### src/rtl/main_control_fsm.sv
// Multicycle RISC-V main control FSM: sequences each instruction and drives datapath enables/muxes.
// Optional retired-instruction counter (InstrCount port) is built when INSTR_COUNT_EN is defined.
module main_control_fsm #(
   parameter int unsigned CNT_WIDTH = 32
) (
   input  logic       clk,
   input  logic       rst,
   input  logic [6:0] Op,
   input  logic       Zero,
   output logic       PCWrite,
   output logic       AdrSrc,
   output logic       MemWrite,
   output logic       IRWrite,
   output logic       RegWrite,
   output logic [1:0] ResultSrc,
   output logic [1:0] ALUSrcA,
   output logic [1:0] ALUSrcB,
   output logic [1:0] ALU_Op,
   output logic [1:0] ImmSrc,
   output logic [3:0] State
`ifdef INSTR_COUNT_EN
   ,
   output logic [CNT_WIDTH-1:0] InstrCount
`endif
);

   typedef enum logic [3:0] {
      S_FETCH    = 4'd0,
      S_DECODE   = 4'd1,
      S_MEMADR   = 4'd2,
      S_MEMREAD  = 4'd3,
      S_MEMWB    = 4'd4,
      S_MEMWRITE = 4'd5,
      S_EXECUTER = 4'd6,
      S_ALUWB    = 4'd7,
      S_EXECUTEI = 4'd8,
      S_JAL      = 4'd9,
      S_BEQ      = 4'd10
   } state_e;

   localparam logic [6:0] OP_LW   = 7'b0000011;
   localparam logic [6:0] OP_SW   = 7'b0100011;
   localparam logic [6:0] OP_RTYP = 7'b0110011;
   localparam logic [6:0] OP_ITYP = 7'b0010011;
   localparam logic [6:0] OP_JAL  = 7'b1101111;
   localparam logic [6:0] OP_BEQ  = 7'b1100011;

   if (CNT_WIDTH < 1) begin : g_bad_width
      $error("CNT_WIDTH must be at least 1");
   end

   state_e state_q, state_d;
   state_e dec_state;

   logic pc_update, branch;
   logic mem_write_st, ir_write_st, reg_write_st;

   // NOTE: sequential state uses non-blocking assignments so every register samples pre-edge values.
   always_ff @(posedge clk) begin
      if (rst) state_q <= S_FETCH;
      else     state_q <= state_d;
   end

   // NOTE: next state gets a default before the case so no path leaves it unassigned (no latch).
   always_comb begin
      state_d = S_FETCH;
      case (state_q)
         S_FETCH:  state_d = S_DECODE;
         S_DECODE: begin
            case (Op)
               OP_LW, OP_SW: state_d = S_MEMADR;
               OP_RTYP:      state_d = S_EXECUTER;
               OP_ITYP:      state_d = S_EXECUTEI;
               OP_JAL:       state_d = S_JAL;
               OP_BEQ:       state_d = S_BEQ;
               default:      state_d = S_FETCH;
            endcase
         end
         S_MEMADR:   state_d = (Op == OP_LW) ? S_MEMREAD : S_MEMWRITE;
         S_MEMREAD:  state_d = S_MEMWB;
         S_EXECUTER: state_d = S_ALUWB;
         S_EXECUTEI: state_d = S_ALUWB;
         S_JAL:      state_d = S_ALUWB;
         default:    state_d = S_FETCH;
      endcase
   end

   // During reset the mux controls already show FETCH; write enables are masked below.
   assign dec_state = rst ? S_FETCH : state_q;

   always_comb begin
      pc_update    = 1'b0;
      branch       = 1'b0;
      AdrSrc       = 1'b0;
      mem_write_st = 1'b0;
      ir_write_st  = 1'b0;
      reg_write_st = 1'b0;
      ResultSrc    = 2'b00;
      ALUSrcA      = 2'b00;
      ALUSrcB      = 2'b00;
      ALU_Op       = 2'b00;
      case (dec_state)
         S_FETCH: begin
            ir_write_st = 1'b1;
            ALUSrcB     = 2'b10;
            ResultSrc   = 2'b10;
            pc_update   = 1'b1;
         end
         S_DECODE: begin
            ALUSrcA = 2'b01;
            ALUSrcB = 2'b01;
         end
         S_MEMADR: begin
            ALUSrcA = 2'b10;
            ALUSrcB = 2'b01;
         end
         S_MEMREAD: AdrSrc = 1'b1;
         S_MEMWB: begin
            ResultSrc    = 2'b01;
            reg_write_st = 1'b1;
         end
         S_MEMWRITE: begin
            AdrSrc       = 1'b1;
            mem_write_st = 1'b1;
         end
         S_EXECUTER: begin
            ALUSrcA = 2'b10;
            ALU_Op  = 2'b10;
         end
         S_ALUWB: reg_write_st = 1'b1;
         S_EXECUTEI: begin
            ALUSrcA = 2'b10;
            ALUSrcB = 2'b01;
            ALU_Op  = 2'b11;
         end
         S_JAL: begin
            ALUSrcA   = 2'b01;
            ALUSrcB   = 2'b10;
            pc_update = 1'b1;
         end
         S_BEQ: begin
            ALUSrcA = 2'b10;
            ALU_Op  = 2'b01;
            branch  = 1'b1;
         end
         default: ;
      endcase
   end

   assign PCWrite  = (pc_update | (branch & Zero)) & ~rst;
   assign MemWrite = mem_write_st & ~rst;
   assign IRWrite  = ir_write_st & ~rst;
   assign RegWrite = reg_write_st & ~rst;

   always_comb begin
      case (Op)
         OP_SW:   ImmSrc = 2'b01;
         OP_BEQ:  ImmSrc = 2'b10;
         OP_JAL:  ImmSrc = 2'b11;
         default: ImmSrc = 2'b00;
      endcase
   end

   assign State = state_q;

`ifdef INSTR_COUNT_EN
   // Only completing states count; the unsupported-opcode DECODE->FETCH skip does not.
   logic [CNT_WIDTH-1:0] instr_count_q;
   logic                 retire;

   assign retire = (state_q == S_MEMWB) || (state_q == S_MEMWRITE) ||
                   (state_q == S_ALUWB) || (state_q == S_BEQ);

   always_ff @(posedge clk) begin
      if (rst)         instr_count_q <= '0;
      else if (retire) instr_count_q <= instr_count_q + CNT_WIDTH'(1);
   end

   assign InstrCount = instr_count_q;
`else
   // Counter omitted in this build.
`endif

endmodule

### config.mk
export PLATFORM = sky130hd
export DESIGN_NAME = main_control_fsm
export DESIGN_NICKNAME = d
export VERILOG_FILES = /design/src/rtl/main_control_fsm.sv
export SDC_FILE = /design/constraint.sdc
export NUM_CORES = 1
export LEC_CHECK = 0
export BUFFER_PORTS_ARGS = -buffer_cell sky130_fd_sc_hd__buf_4
export CELL_PAD_IN_SITES_DETAIL_PLACEMENT = 0
export CELL_PAD_IN_SITES_GLOBAL_PLACEMENT = 1
export CORE_MARGIN = 2
export CORE_UTILIZATION = 30
export DETAILED_ROUTE_END_ITERATION = 16
export PLACE_DENSITY_LB_ADDON = 0.08
export SKIP_LAST_GASP = 1
export SYNTH_ARGS = -nofsm -noshare
export SYNTH_HDL_FRONTEND = slang
export SYNTH_SLANG_ARGS = --single-unit
### constraint.sdc
create_clock -name clk -period 3.9 [get_ports clk]
set_clock_uncertainty 0.2 [all_clocks]
set_input_delay 0.585 -clock clk [delete_from_list [all_inputs] [get_ports clk]]
set_output_delay 0.585 -clock clk [all_outputs]
set_load 0.05 [all_outputs]
* Word-level counts from Yosys, hierarchy flattened
Cells that the tools add are included.
Operators by class: eq/ne operators 22, bitwise operators 7, multiplexer cells 15, reductions and logical operators 10
Operators by type and width (number):
- 4-bit one-hot mux with 5 select lines | 2
- 4-bit by 3-bit == test with 1-bit output (second input constant) | 5
- 4-bit == test (second input constant) | 5
- 4-bit by 2-bit == test with 1-bit output (second input constant) | 4
- 7-bit by 6-bit == test with 1-bit output (second input constant) | 2
- 7-bit == test (second input constant) | 2
- 2-bit one-hot mux with 2 select lines | 3
- 2-bit one-hot mux with 3 select lines | 2
- 2-bit OR reduction | 5
- 4-bit by 1-bit == test with 1-bit output (second input constant) | 2
- 4-bit zero test | 2
- 7-bit by 2-bit == test with 1-bit output (second input constant) | 1
- 7-bit by 5-bit == test with 1-bit output (second input constant) | 1
- 1-bit two-way mux | 6
- 3-bit OR reduction | 2
- 1-bit AND | 5
- 4-bit two-way mux | 1
- 4-bit OR reduction | 1
- 3-bit two-way mux | 1
- 1-bit inverter | 1
- 1-bit bitwise OR | 1
Word-level totals: register bits 4, output and inout port bits 19

* Longest topological paths before layout
Gate-level depths: netlist (run 1).
depth after elaboration 6, depth in mapped cells 5, gate-level depth less buffers 4

* Worst setup path before layout (run 1)
OpenSTA, ideal clock, no wires.
kind register to output, start point reg state_q[1], in the netlist State[1], end point out RegWrite, path buffers 1, data required time 3.115 ns, slack 0.523 ns, cell stages (with the launch flop) 5, arrival 2.592 ns, cells stage by stage dfxtp_1 -> buf_2 -> and2_1 -> nor2_1 -> nor4_1
Between the ends: longest elaborated chain between the ends 5, elaborated cells on any way between the ends 6, classes of those cells eq/ne (2); mux (2); bitwise (1); reduce/logical (1)
RTL lines:
- start: declaration | RTL line 52 | state_e state_q, state_d;
- start signal: assignment | RTL line 61 | else state_q <= state_d;
- 4-bit two-way mux (*) | RTL line 89 | assign dec_state = rst ? S_FETCH : state_q;
- 4-bit by 3-bit == test with 1-bit output | RTL line 102 | case (dec_state)
- 2-bit OR reduction (no line) (*)
- 1-bit two-way mux (*) | RTL line 102
- 1-bit AND (*) | RTL line 153 | assign RegWrite = reg_write_st & ~rst;
- end: declaration | RTL line 14 | output logic RegWrite,
Mark *: on every way between the ends. The rest lies on a longest branch, timed or not.

* Final worst setup path (run 1)
start point reg state_q[3], in the netlist State[3], end point out PCWrite
Between the ends: longest elaborated chain between the ends 6, elaborated cells on any way between the ends 10, classes of those cells eq/ne (2); mux (3); bitwise (3); reduce/logical (2)
RTL lines:
- 4-bit two-way mux (*) | RTL line 89
- 4-bit == test or 4-bit zero test (tied branches) | RTL line 102
- 2-bit OR reduction (no line) or 1-bit two-way mux (tied branches)
- 1-bit two-way mux or 1-bit AND (tied branches) | RTL line 102, 150
- 1-bit bitwise OR (*) | RTL line 150 | assign PCWrite = (pc_update | (branch & Zero)) & ~rst;
- 1-bit AND (*) | RTL line 150
- end: declaration | RTL line 10 | output logic PCWrite,
Marked as above.

==> flow_summary.html, run 1 <==
<table>
<tr><th>Metric</th><th>Value</th></tr>
<tr><th colspan="2">Run status</th></tr>
<tr><td>Status</td><td>finished clean</td></tr>
<tr><th colspan="2">STA</th></tr>
<tr><td>Crit path setup slack, layout</td><td>1320 ps</td></tr>
<tr><td>Setup repair after global routing missed its margin</td><td>no</td></tr>
<tr><td>Worst rel slew slack</td><td>59.9%</td></tr>
<tr><td>Final Slew Violations</td><td>0</td></tr>
<tr><td>Final setup fails</td><td>0</td></tr>
<tr><td>Worst Max-Slew Pin Slew</td><td>601 ps</td></tr>
<tr><td>Final critical-path share of the clock period</td><td>66.2%</td></tr>
<tr><td>Final sum of negative setup slack</td><td>0 ps</td></tr>
<tr><td>Min Tclk post-route</td><td>2580 ps</td></tr>
<tr><td>F_max</td><td>387 MHz</td></tr>
<tr><td>Final number of hold-violating endpoints</td><td>0</td></tr>
<tr><th colspan="2">Clock tree</th></tr>
<tr><td>CTS root buffer</td><td>sky130_fd_sc_hd__clkbuf_4</td></tr>
<tr><td>Maximum buffer depth of the clock tree</td><td>2</td></tr>
<tr><td>Number of instances resized during post-cts repair</td><td>0</td></tr>
<tr><td>Reg clk slew, reported paths</td><td>40 ps</td></tr>
<tr><td>Total clock buffers created by CTS</td><td>3</td></tr>
<tr><td>Number of hold buffers added after CTS</td><td>0</td></tr>
<tr><td>TritonCTS sink count</td><td>4</td></tr>
<tr><td>Clock insertion delay at the later pin of the skew report</td><td>230 ps</td></tr>
<tr><td>Setup repair bufs after CTS</td><td>0</td></tr>
<tr><td>H-Tree Depth</td><td>1</td></tr>
<tr><td>CTS tree</td><td>built</td></tr>
<tr><th colspan="2">Synth</th></tr>
<tr><td>Distinct cell type count of the synthesized netlist</td><td>33</td></tr>
<tr><td>Most used standard cells in the synthesized netlist</td><td>sky130_fd_sc_hd__nor3_1 (10), sky130_fd_sc_hd__nand2_1 (7), sky130_fd_sc_hd__nor2_1 (6)</td></tr>
<tr><td>Async set or reset register ratio after synthesis</td><td>0%</td></tr>
<tr><td>Post-synthesis cell type with the largest combined area</td><td>sky130_fd_sc_hd__dfxtp_1</td></tr>
<tr><td>Cell with the most instances after synthesis</td><td>sky130_fd_sc_hd__nor3_1</td></tr>
<tr><td>Warnings from Yosys</td><td>0</td></tr>
<tr><td>Share of Yosys cell area claimed by the top area cell type</td><td>15.6%</td></tr>
<tr><td>Cell area after technology mapping</td><td>512 um2</td></tr>
<tr><td>Synth Net Count</td><td>86</td></tr>
<tr><td>Cell count after synthesis</td><td>76</td></tr>
<tr><td>Ranking of synthesized cells by area</td><td>sky130_fd_sc_hd__dfxtp_1 (16%), sky130_fd_sc_hd__nor3_1 (9.8%), sky130_fd_sc_hd__nand2_1 (5.1%)</td></tr>
<tr><td>Syn Area/Cell</td><td>6.73 um2</td></tr>
<tr><td>Number of enable-type register cells in the synthesized netlist</td><td>0</td></tr>
<tr><td>Number of storage elements in the synthesis netlist</td><td>4</td></tr>
<tr><td>Sequential element share of the synthesized area</td><td>15.6%</td></tr>
<tr><td>Most instantiated flip-flop cell in the synthesis netlist</td><td>sky130_fd_sc_hd__dfxtp_1</td></tr>
<tr><th colspan="2">Critical path</th></tr>
<tr><td>Data arrival time of the critical path</td><td>1800 ps</td></tr>
<tr><td>Type of element capturing the critical path</td><td>primary output</td></tr>
<tr><td>Worst Setup Path Type</td><td>flop to primary output</td></tr>
<tr><td>Crit-path max FO</td><td>16</td></tr>
<tr><td>Critical Path Source Type</td><td>flop</td></tr>
<tr><td>Required time at the endpoint of the critical path</td><td>3120 ps</td></tr>
<tr><th colspan="2">Placed design</th></tr>
<tr><td>Post-place instance area</td><td>708 um2</td></tr>
<tr><td>Last weighted congestion value of the routability-driven placer</td><td>0.752</td></tr>
<tr><td>Detailed placer's ending HPWL</td><td>1080 um</td></tr>
<tr><td>I/O Buffers</td><td>28</td></tr>
<tr><td>DP Worst Slack</td><td>1530 ps</td></tr>
<tr><th colspan="2">Job</th></tr>
<tr><td># Max-Cap Violations</td><td>0</td></tr>
<tr><th colspan="2">Global route</th></tr>
<tr><td>Gr usage total</td><td>15.1%</td></tr>
<tr><td>Remaining global-route overflow</td><td>0</td></tr>
<tr><td>Maximum number of pins on one net before global-route repair</td><td>19</td></tr>
<tr><td>Antenna violations before repair</td><td>0</td></tr>
<tr><td>Via count of the first global-routing pass</td><td>524</td></tr>
<tr><td>First-pass GRT wire length</td><td>2330 um</td></tr>
<tr><th colspan="2">Final layout</th></tr>
<tr><td>Antenna diode count</td><td>0</td></tr>
<tr><td>Syn-to-layout area delta</td><td>42.8%</td></tr>
<tr><td>Fin area</td><td>731 um2</td></tr>
<tr><td>Flip-flop count of the largest register, all copies and words added</td><td>4</td></tr>
<tr><td>Final core utilization</td><td>46.9%</td></tr>
<tr><td>Post-layout nets</td><td>113</td></tr>
<tr><td>Ratio of cells with drive above 1 in the final layout</td><td>34.7%</td></tr>
<tr><th colspan="2">Drt</th></tr>
<tr><td>Remaining DRCs</td><td>0</td></tr>
<tr><td>Total Wirelength</td><td>1450 um</td></tr>
<tr><td>Vias per cell</td><td>5.67</td></tr>
<tr><td>DR WL/cell</td><td>12.4 um</td></tr>
<tr><td>Antenna-violating nets left</td><td>0</td></tr>
<tr><td>Via Count</td><td>663</td></tr>
<tr><td>Drt first pass iters</td><td>4</td></tr>
<tr><td>Violation count after the first detailed-routing iteration</td><td>18</td></tr>
<tr><th colspan="2">Floorplan</th></tr>
<tr><td>FP Rows</td><td>14</td></tr>
<tr><td>Number of top-level design ports</td><td>29</td></tr>
<tr><td>Die span in y</td><td>45.3 um</td></tr>
<tr><td>Area of the placeable core</td><td>0.00156 mm2</td></tr>
<tr><td>Initial core utilization</td><td>32.8%</td></tr>
<tr><td>Width of the die</td><td>45.3 um</td></tr>
<tr><td>Total die area</td><td>0.00205 mm2</td></tr>
<tr><th colspan="2">Pwr</th></tr>
<tr><td>Cell leakage power</td><td>0.299 nW</td></tr>
<tr><td>Power per cell area</td><td>211 mW/mm2</td></tr>
<tr><td>Worst VDD drop</td><td>0.0919 mV</td></tr>
<tr><th colspan="2">Hold path</th></tr>
<tr><td>Path class of the lowest-slack min-delay path</td><td>input pin to flop</td></tr>
</table>
## stage by stage
step	instances	power [mW]	hold slack [ps]
after floorplan	76	0.0841	548
after global placement	114	0.104	554
after detailed placement	114	0.104	549
after CTS	117	0.156	452
after global routing	117	0.164	466
final	117	0.155	455
## worst paths after layout
kind / cells past startpoint / start / slack (ps) / end
setup / recovery: 4 / State[3] / 1320 / PCWrite
hold / removal: 3 / Op[4] / 450 / State[2]
setup reg to reg: 4 / State[0] / 2330 / State[1]
hold reg to reg: 2 / State[1] / 570 / State[0]
## where the power goes
part / internal (mW) / total (mW) / switching [mW]
clock network: 0.0344 / 0.0516 / 0.0172
logic: 0.0212 / 0.0560 / 0.0347
registers: 0.0422 / 0.0470 / 0.00480
total: 0.0978 / 0.155 / 0.0567
## metal layers
layer  wire length (um)  global-route usage [%]  part of all wire [%]  vias to the layer above
met5                  0                       0                     0                        -
met2                634                    20.6                    44                       21
li1                   -                       -                     -                      333
met1                733                    24.0                    51                      309
met4                  0                    3.53                     0                        0
met3                 80                    2.40                   5.5                        0
## cell families (layout without fill, tap and decap cells)
group           Yosys count  in the layout  synth area share, %
flops                     4              4                 15.6
buf+inv                  10             35                 9.53
compound gates           19             19                 24.9
simple gates             40             40                 44.7
xor+xnor                  3              3                 5.14
## placed cells by master, fill, tap and decap left out, types with 2 or more instances in the layout
master                     synthesis  final
sky130_fd_sc_hd__inv_1             4      4
sky130_fd_sc_hd__clkbuf_4          0      3
sky130_fd_sc_hd__nand2_1           7      7
sky130_fd_sc_hd__nand4_1           2      2
sky130_fd_sc_hd__o21ai_0           3      3
sky130_fd_sc_hd__nor3_1           10     10
sky130_fd_sc_hd__nand2b_1          4      4
sky130_fd_sc_hd__xnor2_1           2      2
sky130_fd_sc_hd__a21oi_1           4      4
sky130_fd_sc_hd__o21ai_1           2      2
sky130_fd_sc_hd__dfxtp_1           4      4
sky130_fd_sc_hd__buf_4             0     28
sky130_fd_sc_hd__a31oi_1           3      3
sky130_fd_sc_hd__and3_1            2      2
sky130_fd_sc_hd__nor2_1            6      6
## final cells by class
cell class	instances	area, um2
Fill cell	171	828
Tap cell	16	20.0
Inverter	4	15.0
Timing Repair Buffer	28	210
Clock buffer	3	22.5
Sequential cell	4	80.1
Multi-Input combinational cell	62	383
## worst max-delay path: stages (launching register included)
cell	delay (ps)
sky130_fd_sc_hd__dfxtp_1	650
sky130_fd_sc_hd__and3_1	240
sky130_fd_sc_hd__nor3_1	50
sky130_fd_sc_hd__a2111oi_2	360
sky130_fd_sc_hd__buf_4	260
Power figures use the tool's default switching activity.
==> run 2: changes to the inputs <==
--- a/config.mk
+++ b/config.mk
@@ -9,7 +9,7 @@
 export CELL_PAD_IN_SITES_DETAIL_PLACEMENT = 0
 export CELL_PAD_IN_SITES_GLOBAL_PLACEMENT = 1
 export CORE_MARGIN = 2
-export CORE_UTILIZATION = 30
+export CORE_UTILIZATION = 27
 export DETAILED_ROUTE_END_ITERATION = 16
 export PLACE_DENSITY_LB_ADDON = 0.08
 export SKIP_LAST_GASP = 1
==> constraint.sdc (replaced) <==
create_clock -name clk -period 2.6 [get_ports clk]
set_clock_uncertainty 0.2 [all_clocks]
set_input_delay 0.39 -clock clk [delete_from_list [all_inputs] [get_ports clk]]
set_output_delay 0.39 -clock clk [all_outputs]
set_load 0.05 [all_outputs]
==> run 2 against run 1 <==
Effect of this change: clock power is 55% higher; critical path type unchanged; non-clock buffer count is 2 higher; critical endpoint unchanged; die area is 10% higher.
==> flow_summary.html, run 2 (synthesized netlist as in run 1, its figures left out) <==
<table>
<tr><th>Metric</th><th>Value</th></tr>
<tr><th colspan="2">Run status</th></tr>
<tr><td>Status</td><td>finished clean</td></tr>
<tr><th colspan="2">STA</th></tr>
<tr><td>F_max</td><td>428 MHz</td></tr>
<tr><td>Final critical-path share of the clock period</td><td>89.8%</td></tr>
<tr><td>Final sum of negative setup slack</td><td>0 ps</td></tr>
<tr><td>Worst rel slew slack</td><td>54.9%</td></tr>
<tr><td>Setup repair after global routing missed its margin</td><td>no</td></tr>
<tr><td>Final Slew Violations</td><td>0</td></tr>
<tr><td>Min Tclk post-route</td><td>2340 ps</td></tr>
<tr><td>Final setup fails</td><td>0</td></tr>
<tr><td>Worst Max-Slew Pin Slew</td><td>676 ps</td></tr>
<tr><td>Final hold slack</td><td>247 ps</td></tr>
<tr><td>Final number of hold-violating endpoints</td><td>0</td></tr>
<tr><td>Crit path setup slack, layout</td><td>264 ps</td></tr>
<tr><th colspan="2">Placed design</th></tr>
<tr><td>Last weighted congestion value of the routability-driven placer</td><td>0.754</td></tr>
<tr><td>Detailed placer's ending HPWL</td><td>1140 um</td></tr>
<tr><td>DP Worst Slack</td><td>508 ps</td></tr>
<tr><td>I/O Buffers</td><td>28</td></tr>
<tr><th colspan="2">Final layout</th></tr>
<tr><td>Final core utilization</td><td>45.7%</td></tr>
<tr><td>Post-layout nets</td><td>115</td></tr>
<tr><td>Top library cells by usage in the layout, fill and taps aside</td><td>sky130_fd_sc_hd__buf_4 (30), sky130_fd_sc_hd__nand2_1 (7), sky130_fd_sc_hd__nor2_1 (6), sky130_fd_sc_hd__nor3_2 (6)</td></tr>
<tr><td>Flip-flop count of the largest register, all copies and words added</td><td>4</td></tr>
<tr><td>Ratio of cells with drive above 1 in the final layout</td><td>43.7%</td></tr>
<tr><td>Syn-to-layout area delta</td><td>56.0%</td></tr>
<tr><td>Most frequent standard cell in the layout excluding fill and tap cells</td><td>sky130_fd_sc_hd__buf_4</td></tr>
<tr><td>Antenna diode count</td><td>0</td></tr>
<tr><th colspan="2">Clock tree</th></tr>
<tr><td>Maximum buffer depth of the clock tree</td><td>2</td></tr>
<tr><td>Setup repair bufs after CTS</td><td>0</td></tr>
<tr><td>Clock insertion delay at the later pin of the skew report</td><td>240 ps</td></tr>
<tr><td>CTS root buffer</td><td>sky130_fd_sc_hd__clkbuf_4</td></tr>
<tr><td>TritonCTS sink count</td><td>4</td></tr>
<tr><td>CTS tree</td><td>built</td></tr>
<tr><td>Number of hold buffers added after CTS</td><td>0</td></tr>
<tr><td>H-Tree Depth</td><td>1</td></tr>
<tr><td>Total clock buffers created by CTS</td><td>3</td></tr>
<tr><td>Reg clk slew, reported paths</td><td>40 ps</td></tr>
<tr><td>Number of instances resized during post-cts repair</td><td>0</td></tr>
<tr><th colspan="2">Pwr</th></tr>
<tr><td>Internal power summed over all cells</td><td>148 uW</td></tr>
<tr><td>Combinational share of power</td><td>36.6%</td></tr>
<tr><td>Cell leakage power</td><td>0.323 nW</td></tr>
<tr><td>Reg power frac</td><td>29.8%</td></tr>
<tr><td>Switching share of power</td><td>37.9%</td></tr>
<tr><td>Sw Pwr</td><td>90.3 uW</td></tr>
<tr><td>Worst VDD drop</td><td>0.164 mV</td></tr>
<tr><td>Clock share of power</td><td>33.6%</td></tr>
<tr><td>Power per cell area</td><td>298 mW/mm2</td></tr>
<tr><th colspan="2">Floorplan</th></tr>
<tr><td>Area of the placeable core</td><td>0.00175 mm2</td></tr>
<tr><td>Width of the die</td><td>47.5 um</td></tr>
<tr><td>FP Rows</td><td>15</td></tr>
<tr><td>Initial core utilization</td><td>29.3%</td></tr>
<tr><td>Total die area</td><td>0.00226 mm2</td></tr>
<tr><td>Die span in y</td><td>47.5 um</td></tr>
<tr><td>Number of top-level design ports</td><td>29</td></tr>
<tr><th colspan="2">Global route</th></tr>
<tr><td>Maximum number of pins on one net before global-route repair</td><td>19</td></tr>
<tr><td>Remaining global-route overflow</td><td>0</td></tr>
<tr><td>Fraction of met3 tracks used by global routing</td><td>4.53%</td></tr>
<tr><td>Global routing usage on met2</td><td>20.8%</td></tr>
<tr><td>Via count of the first global-routing pass</td><td>512</td></tr>
<tr><td>Grt peak-use layer</td><td>met2</td></tr>
<tr><td>Met1 layer usage reported by global route</td><td>20.1%</td></tr>
<tr><td>Gr usage total</td><td>14.1%</td></tr>
<tr><td>First-pass GRT wire length</td><td>2260 um</td></tr>
<tr><td>Antenna violations before repair</td><td>0</td></tr>
<tr><th colspan="2">Critical path</th></tr>
<tr><td>Critical Path Source Type</td><td>flop</td></tr>
<tr><td>Crit-path max FO</td><td>18</td></tr>
<tr><td>Reg-to-Reg Start</td><td>State[0]</td></tr>
<tr><td>Depth of the most critical reg-to-reg path</td><td>4</td></tr>
<tr><td>Data arrival time of the critical path</td><td>1750 ps</td></tr>
<tr><td>Type of element capturing the critical path</td><td>primary output</td></tr>
<tr><td>Required time at the endpoint of the critical path</td><td>2010 ps</td></tr>
<tr><td>Worst Setup Path Type</td><td>flop to primary output</td></tr>
<tr><td>Setup slack, reg-to-reg</td><td>1010 ps</td></tr>
<tr><td>Worst R2R End</td><td>State[1]</td></tr>
<tr><th colspan="2">Hold path</th></tr>
<tr><td>Path class of the lowest-slack min-delay path</td><td>input pin to flop</td></tr>
<tr><td>Sink of the worst hold path</td><td>State[2]</td></tr>
<tr><td>Hold-critical path depth</td><td>3</td></tr>
<tr><td>Startpoint of the most critical hold path</td><td>Op[4]</td></tr>
<tr><th colspan="2">Drt</th></tr>
<tr><td>Total Wirelength</td><td>1550 um</td></tr>
<tr><td>Remaining DRCs</td><td>0</td></tr>
<tr><td>Antenna-violating nets left</td><td>0</td></tr>
<tr><td>DR WL/cell</td><td>12.1 um</td></tr>
<tr><td>Vias per cell</td><td>4.98</td></tr>
<tr><td>Drt first pass iters</td><td>4</td></tr>
<tr><td>Via Count</td><td>637</td></tr>
<tr><td>Violation count after the first detailed-routing iteration</td><td>18</td></tr>
<tr><th colspan="2">Job</th></tr>
<tr><td># Max-Cap Violations</td><td>0</td></tr>
</table>
run 2: worst max path at each step:
stage | startpoint | endpoint | slack (ps) | cells past startpoint
final | State[0] | PCWrite | 260 | 3
after global routing | State[0] | PCWrite | 140 | 3
after CTS | State[0] | PCWrite | 250 | 3
after detailed placement | State[0] | PCWrite | 510 | 3
after global placement | State[0] | PCWrite | 540 | 3
after floorplan | State[3] | PCWrite | -130 | 3
run 2: layout make-up:
class	count	area, um2
fill	194	947
multi-input combinational	62	424
timing repair buffer	30	225
sequential	4	80.1
tap	25	31.3
clock buffer	3	22.5
inverter	4	15.0
run 2: power by group through the flow:
stage	Combinational [mW]	Sequential, mW	Clock [mW]
after floorplan	0.0589	0.0704	0
after global placement	0.0871	0.0716	0
after detailed placement	0.0873	0.0720	0
after CTS	0.0876	0.0710	0.0806
after global routing	0.0926	0.0716	0.0874
final	0.0872	0.0709	0.0800
run 2: metal layers:
layer / vias up / wire [um]
met3: 0 / 148
met4: 0 / 0
met1: 281 / 724
li1: 329 / -
met2: 27 / 679
met5: - / 0
run 2: metrics by stage:
stage / area [um2] / instances / power (mW)
6_report: 798 / 128 / 0.238
5_1_grt: 798 / 128 / 0.252
4_1_cts: 798 / 128 / 0.239
3_5_place_dp: 776 / 125 / 0.159
3_3_place_gp: 776 / 125 / 0.159
2_1_floorplan: 553 / 76 / 0.129
run 2: critical path: stages (launching register included):
cell and delay (ps):
sky130_fd_sc_hd__dfxtp_1 750, sky130_fd_sc_hd__nor3_1 160, sky130_fd_sc_hd__a2111oi_2 350, sky130_fd_sc_hd__buf_4 250
==> run 3: changes to the inputs <==
--- a/config.mk
+++ b/config.mk
@@ -12,7 +12,9 @@
 export CORE_UTILIZATION = 27
 export DETAILED_ROUTE_END_ITERATION = 16
 export PLACE_DENSITY_LB_ADDON = 0.08
+export SETUP_SLACK_MARGIN = 0.4
 export SKIP_LAST_GASP = 1
+export SLEW_MARGIN = 30
 export SYNTH_ARGS = -nofsm -noshare
 export SYNTH_HDL_FRONTEND = slang
 export SYNTH_SLANG_ARGS = --single-unit
==> run 3 against run 2 <==
Effect of this change: worst hold slack improved by 3.2 ps; die area unchanged; sequential cell count stayed put; final area grew 7.2%; via count rose by 3.5%; worst setup slack gained 210 ps; critical endpoint unchanged; largest power group unchanged; highest routed layer is now met4.
==> flow_summary.html, run 3 (synthesized netlist as in run 1, its figures left out) <==
<table>
<tr><th>Metric</th><th>Value</th></tr>
<tr><th colspan="2">Final layout</th></tr>
<tr><td>Antenna diode count</td><td>0</td></tr>
<tr><td>Fill count</td><td>199</td></tr>
<tr><td>Most frequent standard cell in the layout excluding fill and tap cells</td><td>sky130_fd_sc_hd__buf_4</td></tr>
<tr><td>Post-layout nets</td><td>113</td></tr>
<tr><td>Ratio of cells with drive above 1 in the final layout</td><td>50.5%</td></tr>
<tr><td>Flip-flop count of the largest register, all copies and words added</td><td>4</td></tr>
<tr><td>Top library cells by usage in the layout, fill and taps aside</td><td>sky130_fd_sc_hd__buf_4 (28), sky130_fd_sc_hd__nand2_1 (7), sky130_fd_sc_hd__nor2_1 (6), sky130_fd_sc_hd__nor3_2 (5)</td></tr>
<tr><td>Syn-to-layout area delta</td><td>67.2%</td></tr>
<tr><th colspan="2">Global route</th></tr>
<tr><td>Antenna violations before repair</td><td>0</td></tr>
<tr><td>Remaining global-route overflow</td><td>0</td></tr>
<tr><td>Gr usage total</td><td>17.1%</td></tr>
<tr><td>Global routing usage on met2</td><td>28.4%</td></tr>
<tr><td>Via count of the first global-routing pass</td><td>600</td></tr>
<tr><td>First-pass GRT wire length</td><td>2730 um</td></tr>
<tr><td>Fraction of met3 tracks used by global routing</td><td>1.89%</td></tr>
<tr><td>Met1 layer usage reported by global route</td><td>21.6%</td></tr>
<tr><td>Maximum number of pins on one net before global-route repair</td><td>19</td></tr>
<tr><td>Grt peak-use layer</td><td>met2</td></tr>
<tr><th colspan="2">Critical path</th></tr>
<tr><td>Crit-path max FO</td><td>14</td></tr>
<tr><td>Depth of the most critical reg-to-reg path</td><td>4</td></tr>
<tr><td>Data arrival time of the critical path</td><td>1540 ps</td></tr>
<tr><td>Required time at the endpoint of the critical path</td><td>2010 ps</td></tr>
<tr><td>Type of element capturing the critical path</td><td>primary output</td></tr>
<tr><td>Worst Setup Path Type</td><td>flop to primary output</td></tr>
<tr><td>Critical Path Source Type</td><td>flop</td></tr>
<tr><td>Reg-to-Reg Start</td><td>State[2]</td></tr>
<tr><td>Setup slack, reg-to-reg</td><td>1200 ps</td></tr>
<tr><td>Worst R2R End</td><td>State[1]</td></tr>
<tr><th colspan="2">Drt</th></tr>
<tr><td>Via Count</td><td>659</td></tr>
<tr><td>Drt first pass iters</td><td>4</td></tr>
<tr><td>DR WL/cell</td><td>13.6 um</td></tr>
<tr><td>Vias per cell</td><td>5.23</td></tr>
<tr><td>Antenna-violating nets left</td><td>0</td></tr>
<tr><td>Remaining DRCs</td><td>0</td></tr>
<tr><td>Total Wirelength</td><td>1710 um</td></tr>
<tr><td>Violation count after the first detailed-routing iteration</td><td>10</td></tr>
<tr><th colspan="2">Placed design</th></tr>
<tr><td>I/O Buffers</td><td>28</td></tr>
<tr><td>Last weighted congestion value of the routability-driven placer</td><td>0.737</td></tr>
<tr><td>Detailed placer's ending HPWL</td><td>1290 um</td></tr>
<tr><td>DP Worst Slack</td><td>591 ps</td></tr>
<tr><th colspan="2">STA</th></tr>
<tr><td>Min Tclk post-route</td><td>2130 ps</td></tr>
<tr><td>Worst Max-Slew Pin Slew</td><td>397 ps</td></tr>
<tr><td>Final number of hold-violating endpoints</td><td>0</td></tr>
<tr><td>Crit path setup slack, layout</td><td>474 ps</td></tr>
<tr><td>Worst rel slew slack</td><td>73.3%</td></tr>
<tr><td>Final sum of negative setup slack</td><td>0 ps</td></tr>
<tr><td>Setup repair after global routing missed its margin</td><td>no</td></tr>
<tr><td>F_max</td><td>470 MHz</td></tr>
<tr><td>Final critical-path share of the clock period</td><td>81.8%</td></tr>
<tr><td>Final setup fails</td><td>0</td></tr>
<tr><td>Final Slew Violations</td><td>0</td></tr>
<tr><th colspan="2">Floorplan</th></tr>
<tr><td>Area of the placeable core</td><td>0.00175 mm2</td></tr>
<tr><td>Width of the die</td><td>47.5 um</td></tr>
<tr><td>FP Rows</td><td>15</td></tr>
<tr><td>Initial core utilization</td><td>29.3%</td></tr>
<tr><td>Number of top-level design ports</td><td>29</td></tr>
<tr><td>Die span in y</td><td>47.5 um</td></tr>
<tr><td>Total die area</td><td>0.00226 mm2</td></tr>
<tr><th colspan="2">Hold path</th></tr>
<tr><td>Hold-critical path depth</td><td>3</td></tr>
<tr><td>Sink of the worst hold path</td><td>State[2]</td></tr>
<tr><td>Path class of the lowest-slack min-delay path</td><td>input pin to flop</td></tr>
<tr><td>Startpoint of the most critical hold path</td><td>Op[4]</td></tr>
<tr><th colspan="2">Pwr</th></tr>
<tr><td>Power per cell area</td><td>286 mW/mm2</td></tr>
<tr><td>Worst VDD drop</td><td>0.0977 mV</td></tr>
<tr><td>Cell leakage power</td><td>0.318 nW</td></tr>
<tr><th colspan="2">Clock tree</th></tr>
<tr><td>Total clock buffers created by CTS</td><td>3</td></tr>
<tr><td>Reg clk slew, reported paths</td><td>40 ps</td></tr>
<tr><td>H-Tree Depth</td><td>1</td></tr>
<tr><td>Number of hold buffers added after CTS</td><td>0</td></tr>
<tr><td>Clock insertion delay at the later pin of the skew report</td><td>240 ps</td></tr>
<tr><td>TritonCTS sink count</td><td>4</td></tr>
<tr><td>Number of instances resized during post-cts repair</td><td>1</td></tr>
<tr><td>Maximum buffer depth of the clock tree</td><td>2</td></tr>
<tr><td>Setup repair bufs after CTS</td><td>0</td></tr>
<tr><td>CTS root buffer</td><td>sky130_fd_sc_hd__clkbuf_4</td></tr>
<tr><td>CTS tree</td><td>built</td></tr>
<tr><th colspan="2">Run status</th></tr>
<tr><td>Status</td><td>finished clean</td></tr>
<tr><th colspan="2">Job</th></tr>
<tr><td># Max-Cap Violations</td><td>0</td></tr>
</table>
run 3: cell types whose count changed in the layout (fill, tap and decap cells not counted), moves of 2 or more:
cell | before | now
sky130_fd_sc_hd__dfxtp_1 | 4 | 0
sky130_fd_sc_hd__buf_4 | 30 | 28
sky130_fd_sc_hd__dfxtp_2 | 0 | 2
sky130_fd_sc_hd__dfxtp_4 | 0 | 2
run 3: final cells by class:
cell class / count / area (um2) / share of cell area [%]
multi-input cells: 62 / 487 / 56.9
repair buffers: 28 / 210 / 24.6
flip-flops and latches: 4 / 90.1 / 10.5
well taps: 25 / 31.3 / 3.65
clock buffers: 3 / 22.5 / 2.63
inverters: 4 / 15.0 / 1.75
run 3: worst max-delay path: stages (launching register included):
cell,delay [ps]
sky130_fd_sc_hd__dfxtp_2,390
sky130_fd_sc_hd__nand2b_2,260
sky130_fd_sc_hd__a2111oi_4,380
sky130_fd_sc_hd__buf_4,260
run 3: report_power, final:
| part | switching (mW) | internal, mW |
|---|---|---|
| registers | 0.00974 | 0.0623 |
| clock network | 0.0278 | 0.0518 |
| logic | 0.0578 | 0.0352 |
| total | 0.0953 | 0.149 |
run 3: metrics by stage:
step	total power, mW	util [%]	instance area (um2)	hold slack (ps)	instances
floorplan	0.137	-	614	345	76
global placement	0.167	47.1	822	480	123
detailed placement	0.168	47.1	822	462	123
CTS	0.249	48.5	847	248	126
global route	0.256	49.0	856	270	126
finish	0.245	49.0	856	250	126
run 3: metal layers:
layer	routed length, um	vias up
met5	0	-
met4	27	0
met3	96	4
met2	862	28
met1	721	300
li1	-	327
run 3: worst max path at each step:
stage / start / endpoint / slack [ps] / depth (start not counted)
floorplan: State[0] / AdrSrc / 390 / 3
global placement: State[3] / ALU_Op[1] / 610 / 5
detailed placement: State[3] / ALU_Op[1] / 590 / 5
CTS: State[3] / ALU_Op[1] / 440 / 5
global route: State[1] / ALU_Op[1] / 390 / 4
finish: State[1] / PCWrite / 470 / 3
